==> src/rtl/nn_pkg.sv <==
// Shared constants and helpers for the small NN datapath blocks.
// Latency: n/a (package).
// Backpressure: n/a (package).
package nn_pkg;

  // Activation (next-layer operand) width and accumulator (dot-product) width.
  localparam int ACT_W = 8;
  localparam int ACC_W = 16;
  // Width of a biased, rounded accumulator sum: two guard bits so y+b+rnd never wraps.
  localparam int SUM_W = ACC_W + 2;

  typedef struct packed {
    logic signed [ACT_W-1:0] val;  // clamped value, low ACT_W bits
    logic                    sat;  // 1 when the clamp changed the value
  } sat_res_t;

  // Clamp a signed sum into a signed 'width'-bit range and report whether it clipped.
  function automatic sat_res_t sat_signed(input logic signed [SUM_W-1:0] value,
                                          input int                      width);
    sat_res_t                r;
    logic signed [SUM_W-1:0] one;
    logic signed [SUM_W-1:0] hi;
    logic signed [SUM_W-1:0] lo;
    one   = {{(SUM_W-1){1'b0}}, 1'b1};
    hi    = (one <<< (width - 1)) - one;
    lo    = ~hi;
    r.val = value[ACT_W-1:0];
    r.sat = 1'b0;
    if (value > hi) begin
      r.val = hi[ACT_W-1:0];
      r.sat = 1'b1;
    end else if (value < lo) begin
      r.val = lo[ACT_W-1:0];
      r.sat = 1'b1;
    end
    return r;
  endfunction

endpackage

==> src/rtl/requant_lane.sv <==
// One requantization lane: arithmetic shift, optional ReLU, clamp to signed OUT_W.
// Latency: 0 cycles (purely combinational).
// Backpressure: none; the enclosing pipeline stage owns the handshake.
module requant_lane
  import nn_pkg::*;
#(
  parameter int IN_W  = ACC_W,
  parameter int OUT_W = ACT_W,
  parameter int SH_W  = 4
) (
  input  logic signed [IN_W+1:0]  sum,
  input  logic        [SH_W-1:0]  shift,
  input  logic                    relu_en,
  output logic signed [OUT_W-1:0] z,
  output logic                    sat
);

  logic signed [IN_W+1:0] shifted;
  sat_res_t               res;

  // Shift, zero negatives when ReLU is on (not a saturation event), then clamp.
  always_comb begin
    shifted = sum >>> shift;
    if (relu_en && shifted[IN_W+1]) begin
      shifted = '0;
    end
    res = sat_signed(shifted, OUT_W);
    z   = res.val;
    sat = res.sat;
  end

endmodule

==> src/rtl/relu_requant3.sv <==
// Three-lane bias + rounding shift + ReLU + int8 saturation, with a saturation counter.
// Latency: 2 cycles accept-to-out_valid; 1 vector/cycle with out_ready held high.
// Backpressure: valid/ready both sides; in_ready is combinational from out_ready, stalls hold.
module relu_requant3
  import nn_pkg::*;
#(
  parameter int IN_W  = ACC_W,
  parameter int OUT_W = ACT_W,
  parameter int SH_W  = 4,
  parameter int CNT_W = 16
) (
  input  logic                    clk,
  input  logic                    rst_n,
  input  logic                    in_valid,
  output logic                    in_ready,
  input  logic signed [IN_W-1:0]  y1,
  input  logic signed [IN_W-1:0]  y2,
  input  logic signed [IN_W-1:0]  y3,
  input  logic signed [IN_W-1:0]  b1,
  input  logic signed [IN_W-1:0]  b2,
  input  logic signed [IN_W-1:0]  b3,
  input  logic        [SH_W-1:0]  shift,
  input  logic                    relu_en,
  output logic                    out_valid,
  input  logic                    out_ready,
  output logic signed [OUT_W-1:0] z1,
  output logic signed [OUT_W-1:0] z2,
  output logic signed [OUT_W-1:0] z3,
  output logic        [CNT_W-1:0] sat_count,
  input  logic                    clr_count
);

  localparam int S_W = IN_W + 2;
  localparam logic signed [S_W-1:0] ONE = {{(S_W-1){1'b0}}, 1'b1};

  logic                    s1_valid_q, s1_valid_d;
  logic signed [S_W-1:0]   s1_sum_q [3];
  logic signed [S_W-1:0]   s1_sum_d [3];
  logic        [SH_W-1:0]  s1_shift_q, s1_shift_d;
  logic                    s1_relu_q, s1_relu_d;
  logic                    s2_valid_q, s2_valid_d;
  logic signed [OUT_W-1:0] z_q [3];
  logic signed [OUT_W-1:0] z_d [3];
  logic        [CNT_W-1:0] sat_count_q, sat_count_d;

  logic                    s1_adv, s2_adv;
  logic signed [IN_W-1:0]  y_in [3];
  logic signed [IN_W-1:0]  b_in [3];
  logic signed [S_W-1:0]   rnd;
  logic signed [OUT_W-1:0] lane_z [3];
  logic        [2:0]       lane_sat;
  logic        [1:0]       sat_inc;
  logic        [CNT_W:0]   cnt_sum;

  // Handshake: a stage advances when it is empty or the stage after it advances.
  always_comb begin
    s2_adv   = !s2_valid_q || out_ready;
    s1_adv   = !s1_valid_q || s2_adv;
    in_ready = s1_adv;
  end

  // Stage 1: sign-extend, add bias and the round-half-up constant at S_W bits.
  always_comb begin
    y_in[0] = y1; y_in[1] = y2; y_in[2] = y3;
    b_in[0] = b1; b_in[1] = b2; b_in[2] = b3;
    rnd = '0;
    if (shift != '0) begin
      rnd = ONE <<< (shift - SH_W'(1));
    end
    s1_valid_d = s1_valid_q;
    s1_sum_d   = s1_sum_q;
    s1_shift_d = s1_shift_q;
    s1_relu_d  = s1_relu_q;
    if (s1_adv) begin
      s1_valid_d = in_valid;
      if (in_valid) begin
        for (int i = 0; i < 3; i++) begin
          s1_sum_d[i] = $signed({{2{y_in[i][IN_W-1]}}, y_in[i]})
                      + $signed({{2{b_in[i][IN_W-1]}}, b_in[i]}) + rnd;
        end
        s1_shift_d = shift;
        s1_relu_d  = relu_en;
      end
    end
  end

  for (genvar g = 0; g < 3; g++) begin : g_lane
    requant_lane #(
      .IN_W  (IN_W),
      .OUT_W (OUT_W),
      .SH_W  (SH_W)
    ) u_lane (
      .sum     (s1_sum_q[g]),
      .shift   (s1_shift_q),
      .relu_en (s1_relu_q),
      .z       (lane_z[g]),
      .sat     (lane_sat[g])
    );
  end

  // Stage 2 and counter: load lane results; count clamps; clear beats increment.
  always_comb begin
    s2_valid_d = s2_valid_q;
    z_d        = z_q;
    if (s2_adv) begin
      s2_valid_d = s1_valid_q;
      if (s1_valid_q) begin
        z_d = lane_z;
      end
    end
    sat_inc     = {1'b0, lane_sat[0]} + {1'b0, lane_sat[1]} + {1'b0, lane_sat[2]};
    cnt_sum     = {1'b0, sat_count_q} + {{(CNT_W-1){1'b0}}, sat_inc};
    sat_count_d = sat_count_q;
    if (clr_count) begin
      sat_count_d = '0;
    end else if (s2_adv && s1_valid_q) begin
      sat_count_d = cnt_sum[CNT_W] ? '1 : cnt_sum[CNT_W-1:0];
    end
  end

  // Pipeline and counter state; reset drops any in-flight vectors at once.
  always_ff @(posedge clk or negedge rst_n) begin
    if (!rst_n) begin
      s1_valid_q  <= 1'b0;
      s1_sum_q    <= '{default: '0};
      s1_shift_q  <= '0;
      s1_relu_q   <= 1'b0;
      s2_valid_q  <= 1'b0;
      z_q         <= '{default: '0};
      sat_count_q <= '0;
    end else begin
      s1_valid_q  <= s1_valid_d;
      s1_sum_q    <= s1_sum_d;
      s1_shift_q  <= s1_shift_d;
      s1_relu_q   <= s1_relu_d;
      s2_valid_q  <= s2_valid_d;
      z_q         <= z_d;
      sat_count_q <= sat_count_d;
    end
  end

  assign out_valid = s2_valid_q;
  assign z1        = z_q[0];
  assign z2        = z_q[1];
  assign z3        = z_q[2];
  assign sat_count = sat_count_q;

endmodule

==> config.mk <==
export PLATFORM = sky130hd
export DESIGN_NAME = relu_requant3
export DESIGN_NICKNAME = d
export VERILOG_FILES = /design/src/rtl/nn_pkg.sv /design/src/rtl/requant_lane.sv /design/src/rtl/relu_requant3.sv
export SDC_FILE = /design/constraint.sdc
export NUM_CORES = 1
export LEC_CHECK = 0
export BUFFER_PORTS_ARGS = -buffer_cell sky130_fd_sc_hd__buf_2
export CORE_UTILIZATION = 54
export DETAILED_ROUTE_END_ITERATION = 8
export HOLD_SLACK_MARGIN = 0.06
export PLACE_DENSITY = 0.89
export SYNTH_ARGS = -nofsm -noshare
export SYNTH_HDL_FRONTEND = slang
export SYNTH_HIERARCHICAL = 1
export SYNTH_SLANG_ARGS = --single-unit
==> constraint.sdc <==
create_clock -name clk -period 4.4 [get_ports clk]
set_input_delay 0.22 -clock clk [delete_from_list [all_inputs] [get_ports clk]]
set_output_delay 0.22 -clock clk [all_outputs]
set_load 0.02 [all_outputs]
# Word-level counts from Yosys, hierarchy flattened
# Index checks and enable logic that the tools add are counted.
[totals]
input_bits = 106
out_inout_bits = 42
ff_bits = 101
[op_classes]
add_sub_neg = 10
muxes = 13
shifts = 4
magnitude_cmp = 6
reduce_logical = 12
[ops]
columns = ["op", "n"]
rows = [
  ["18-bit 2-to-1 mux", 4],
  ["17-bit by 18-bit adder with 18-bit output", 3],
  ["18-bit by 8-bit > comparator with 1-bit output (second input constant)", 3],
  ["18-bit by 8-bit less-than comparator with 1-bit output (second input constant)", 3],
  ["9-bit 2-to-1 mux", 6],
  ["18-bit by 4-bit >>> shifter with 18-bit output", 3],
  ["16-bit by 16-bit adder with 17-bit output", 3],
  ["16-bit 2-to-1 mux", 3],
  ["2-bit by 4-bit <<< shifter with 18-bit output (first input constant)", 1],
  ["16-bit by 2-bit adder with 17-bit output", 1],
  ["1-bit logical AND", 4],
  ["2-bit AND reduction", 2],
  ["4-bit nonzero test", 1],
  ["4-bit by 1-bit subtractor with 4-bit output (second input constant)", 1],
  ["1-bit by 1-bit adder with 2-bit output", 1],
  ["2-bit by 1-bit adder with 2-bit output", 1],
  ["1-bit logical NOT", 2],
  ["1-bit logical OR", 2],
  ["2-bit nonzero test", 1],
]

# Logic depth before layout (Yosys ltp)
[depth]
word_depth = 12
mapped_depth = 19
ltp_nobuf = 15

# Modules after synthesis
# Netlist, hierarchy kept.
[modules_own_cells]
columns = ["mod", "area_per_inst_um2", "instances", "cells_per_inst"]
rows = [
  ["relu_requant3", 7548.5, 1, 839],
  ["requant_lane", 1011.0, 3, 131],
]

# Worst setup path before layout
# OpenSTA, ideal clock, no wires.
[synth_path]
path_kind = "register to register"
from = "register s1_shift_q[0]"
to = "register sat_count_q[5], in the netlist sat_count[5]"
setup_slack_ns = 0.210
arrival_ns = 4.112
required_ns = 4.322
path_buffers = 2
path_stages_with_launch = 17
cell_sequence = "dfrtp_1 buf_6 mux4_2 mux2_2 o21bai_1 o41ai_2 a21o_4 nand2_1 fa_1 ha_1 fa_1 and4_1 nand3_2 or3_1 buf_6 a211o_1 a21oi_1"
[synth_between]
elab_chain_len = 12
[synth_rtl]
columns = ["item", "line", "text"]
rows = [
  ["from (decl)", "relu_requant3.sv:39", "logic [SH_W-1:0] s1_shift_q, s1_shift_d;"],
  ["from (signal assigned)", "relu_requant3.sv:134", "s1_shift_q <= s1_shift_d;"],
  ["18-bit by 4-bit >>> shifter with 18-bit output *", "requant_lane.sv:23", "shifted = sum >>> shift;"],
  ["1-bit logical AND", "requant_lane.sv:24", "if (relu_en && shifted[IN_W+1]) begin"],
  ["18-bit 2-to-1 mux *", "requant_lane.sv:24", ""],
  ["18-bit by 8-bit less-than comparator with 1-bit output", "nn_pkg.sv:32", "end else if (value < lo) begin"],
  ["9-bit 2-to-1 mux", "nn_pkg.sv:32", ""],
  ["9-bit 2-to-1 mux *", "nn_pkg.sv:29", "if (value > hi) begin"],
  ["via lane_sat[0]", "relu_requant3.sv:51", "logic [2:0] lane_sat;"],
  ["1-bit by 1-bit adder with 2-bit output *", "relu_requant3.sv:111", "sat_inc = {1'b0, lane_sat[0]} + {1'b0, lane_sat[1]} + {1'b0, lane_sat[2]};"],
  ["2-bit by 1-bit adder with 2-bit output *", "relu_requant3.sv:111", ""],
  ["16-bit by 2-bit adder with 17-bit output *", "relu_requant3.sv:112", "cnt_sum = {1'b0, sat_count_q} + {{(CNT_W-1){1'b0}}, sat_inc};"],
  ["16-bit 2-to-1 mux *", "relu_requant3.sv:117", "sat_count_d = cnt_sum[CNT_W] ? '1 : cnt_sum[CNT_W-1:0];"],
  ["16-bit 2-to-1 mux *", "relu_requant3.sv:116", "end else if (s2_adv && s1_valid_q) begin"],
  ["16-bit 2-to-1 mux *", "relu_requant3.sv:114", "if (clr_count) begin"],
  ["to (signal assigned)", "relu_requant3.sv:138", "sat_count_q <= sat_count_d;"],
  ["to (decl)", "relu_requant3.sv:44", "logic [CNT_W-1:0] sat_count_q, sat_count_d;"],
]
# Mark *: on every way through the listed nets, which the timed path passes. The rest lies on a longest branch. The select of a mux whose other input is x is not followed.
# A chain may end at the register's enable or synchronous reset.

# Final worst setup path
[layout_path]
from = "register s1_shift_q[0]"
to = "register sat_count_q[5], in the netlist sat_count[5]"
[layout_rtl]
columns = ["item", "line"]
rows = [
  ["18-bit by 4-bit >>> shifter with 18-bit output *", "requant_lane.sv:23"],
  ["1-bit logical AND", "requant_lane.sv:24"],
  ["18-bit 2-to-1 mux *", "requant_lane.sv:24"],
  ["18-bit by 8-bit less-than comparator with 1-bit output", "nn_pkg.sv:32"],
  ["9-bit 2-to-1 mux", "nn_pkg.sv:32"],
  ["9-bit 2-to-1 mux *", "nn_pkg.sv:29"],
  ["via lane_sat[2]", "relu_requant3.sv:51"],
  ["2-bit by 1-bit adder with 2-bit output *", "relu_requant3.sv:111"],
  ["16-bit by 2-bit adder with 17-bit output *", "relu_requant3.sv:112"],
  ["16-bit 2-to-1 mux *", "relu_requant3.sv:117"],
  ["16-bit 2-to-1 mux *", "relu_requant3.sv:116"],
  ["16-bit 2-to-1 mux *", "relu_requant3.sv:114"],
]
# Marks and branches as above.

==> metrics.md <==
| Metric | Value |
|---|---|
| Status | completed |
| Post-DP Area | 11700 um^2 |
| Pins Over Slew Limit | 0 |
| Drt wl/cell | 17.3 um |
| Cell taking the most area after synthesis | dfrtp_1 |
| Root buffer cell | clkbuf_16 |
| Post-route ant nets | 0 |
| Latest clock arrival within the worst-skew pair | 360 ps |
| RSZ-0062 raised after global routing | yes |
| P&R area growth vs syn | 16.6% |
| Maximum VDD drop | 169 uV |
| # diodes | 0 |
| Number of fill cells | 1537 |
| Post-layout minimum cycle time | 4350 ps |
| Share of cells above drive strength 1 | 0.235 |
| Via count | between 9000 and 10000 |
| CTS tree | yes |
| Synth async-reset ratio | 1.00 |
| Worst min-delay path class | input port to flop |
| Utilization after layout | 0.651 |
| DP Cell Count | approximately 1600 |
| Vias in the first global route | 9163 |
| Required time worst endpoint | 4680 ps |
| GRT Resource Usage Total | 0.285 |
| Clk buf depth | 2 |
| CORE AREA | ~19000 um^2 |
| Ys Warns | 6 |
| Worst-path maximum fanout | 8 |
| CTS clk-pin slew, worst paths | 70 ps |
| Count of final hold-check violations | 0 |
| Worst slew pin tran | 999 ps |
| Leading register cell type out of synthesis | dfrtp_1 |
| Mapped Cells | 1232 |
| DIE HEIGHT | 142 um |
| Final Instance Area | 12300 um^2 |
| Clock skew | ~12 ps |
| # DRC | 0 |
| Post-synth EDFFs | 0 |
| Pin count of the biggest net entering global routing | 75 |
| First-pass GRT wire length | 45.8 mm |
| Non-filler cells in the finished layout | 1659 |
| # port buffers | 147 |
| Max-cap violations | 0 |
| Distinct cells, synth | 68 |
| Vias per std cell | roughly 6 |
| Mapped Area | 10600 um^2 |
| Syn avg cell area | 8.59 um^2 |
| H-tree depth | 3 |
| Arr. time, crit path | between 4000 and 5000 ps |
| # setup viols final | 0 |
| Yosys top cell area share | 0.239 |
| Number of DRC markers in iteration 0 | 733 |
| Pre-CTS setup slack | -6.14 ps |
| Initial DRT Pass Iterations | 5 |
| Crit path kind | flop to flop |
| Clock sinks | 101 |
| Lkg Pwr | 5.77 nW |
| Starting Density | 0.558 |
| Fin worst setup slack | approximately 50 ps |
| Rows | 50 |
| Global route overflow | 0 |
| Synthesized flop and latch total | 101 |
| Initial antenna violation count | 0 |
| Final Total Pwr | ~5.0 mW |
| Top Ports | 148 |
| Crit end category | flop |
| Sequential share of the synthesized area | 0.239 |
| Crit path launch type | flop |
| Rel. slew slack | 0.334 |
| GP Congestion | 0.960 |
| Pwr/cell area | 404 nW/um^2 |
| WL final | 28.7 mm |
| Final HPWL DP | 22.1 mm |
| # nets final | 1609 |
| Die Span X | 142 um |
| Die ar. | 20200 um^2 |
| Fmax | 230 MHz |
| TritonCTS buffer count | 9 |
| Fin crit share | 0.989 |
| Synth area leaders | dfrtp_1 (24%), fa_1 (11%), nand2_1 (8.2%), ha_1 (6.3%), mux4_2 (5.1%) |
-- state kept, by name, indices dropped and copies added, names as in the netlist --
| signal | cells |
|---|---|
| s1_shift_q | 4 |
| z2 | 8 |
| s1_relu_q | 1 |
| s1_sum_q | 54 |
| sat_count | 16 |
| s1_valid_q | 1 |
| z1 | 8 |
| z3 | 8 |
| out_valid | 1 |
-- critical path: stages, from the launching register on --
cell      delay (ps)
dfrtp_4          480
buf_12           130
mux4_2           500
mux2_4           300
o21bai_4         180
o41ai_4          320
a21o_4           170
nand2_2           40
fa_1             480
ha_2             190
fa_2             230
and4_4           240
nand3_4          100
or3_4            470
a211o_1          320
a21oi_2          110
-- path summary, 6_finish.rpt --
check,depth (start not counted),start,slack [ps],endpoint
hold / removal,2,in_valid,90,s1_valid_q
hold reg to reg,2,z2[1],470,z2[1]
max in group asynchronous,3,rst_n,2910,z2[4]
setup / recovery,15,s1_shift_q[0],50,sat_count[5]
min in group asynchronous,2,rst_n,550,z3[5]
setup reg to reg,15,s1_shift_q[0],50,sat_count[5]
-- placed cells by master (no fill, tap or decap), drive strengths merged, types with 10 or more instances in the layout --
master / instances
a211oi: 19
a21o: 19
a21oi: 83
a221oi: 12
a31oi: 12
buf: 202
clkbuf: 10
dfrtp: 101
fa: 56
ha: 53
inv: 47
mux2: 32
mux2i: 48
mux4: 24
nand2: 232
nand2b: 14
nand3: 21
nand4: 10
nor2: 103
nor3: 36
o21ai: 93
o21bai: 10
xnor2: 16
xor2: 20
-- repair_timing --
action | 4_1_cts | 5_1_grt
resized for setup | 2 | 37
hold buffers | 2 | 0
setup buffers | 3 | 12
pin swaps | 0 | 13
endpoints found under the hold margin | 44 | 0
endpoints found under the setup margin | 3 | 16
cloned | 0 | 0
-- synthesized netlist by cell type, drive strengths merged (6+ instances only) --
cell type	count
a211o	6
a211oi	19
a21o	19
a21oi	83
a221oi	12
a31oi	12
and2	7
and3	6
buf	32
clkbuf	26
clkinv	6
dfrtp	101
fa	56
ha	53
inv	45
mux2	32
mux2i	48
mux4	24
nand2	232
nand2b	14
nand3	21
nand4	10
nor2	103
nor3	36
o211ai	8
o21a	8
o21ai	93
o21bai	10
o31a	6
o31ai	9
or3	7
xnor2	16
xor2	20
-- per-layer routing --
layer / up-vias / share of wire / track usage
met1: 4713 / 0.44 / 0.393
met4: 0 / 0.031 / 0.111
met3: 59 / 0.066 / 0.0316
met2: 474 / 0.47 / 0.461
li1: 4731 / - / -
met5: - / 0 / 0
-- layout make-up --
cell class	instances	area, um^2	share of cell area
sequential	101	2530	0.205
clock inverter	6	46.3	0.00375
clock buffer	10	239	0.0194
multi-input combinational	1027	7790	0.631
tap	260	325	0.0264
inverter	51	195	0.0158
timing repair buffer	204	1220	0.0985
-- logic make-up (layout without fill, tap and decap cells) --
kind of cell	count (synthesis)	count (layout)	synth area share
AOI/OAI and AO/OA	314	314	0.192
xor gates and xnor gates	36	36	0.0298
adders and majority gates	109	109	0.169
buffers and inverters	109	271	0.0452
DFF	101	101	0.239
muxes	104	104	0.135
other	1	6	0.000354
and+or+nand+nor	458	458	0.190
-- power by group --
group          internal (mW)  switching [mW]
combinational           1.24            1.54
sequential              1.16           0.277
clock                  0.403           0.369
-- per-stage QoR --
stage / hold WS, ps / TNS (ps)
after floorplan: -75.6 / 0
after global placement: 409 / 0
after detailed placement: 420 / -13.9
after CTS: 85.0 / 0
after global routing: 93.8 / -297
final: 94.1 / 0
Power figures use the tool's default switching activity.
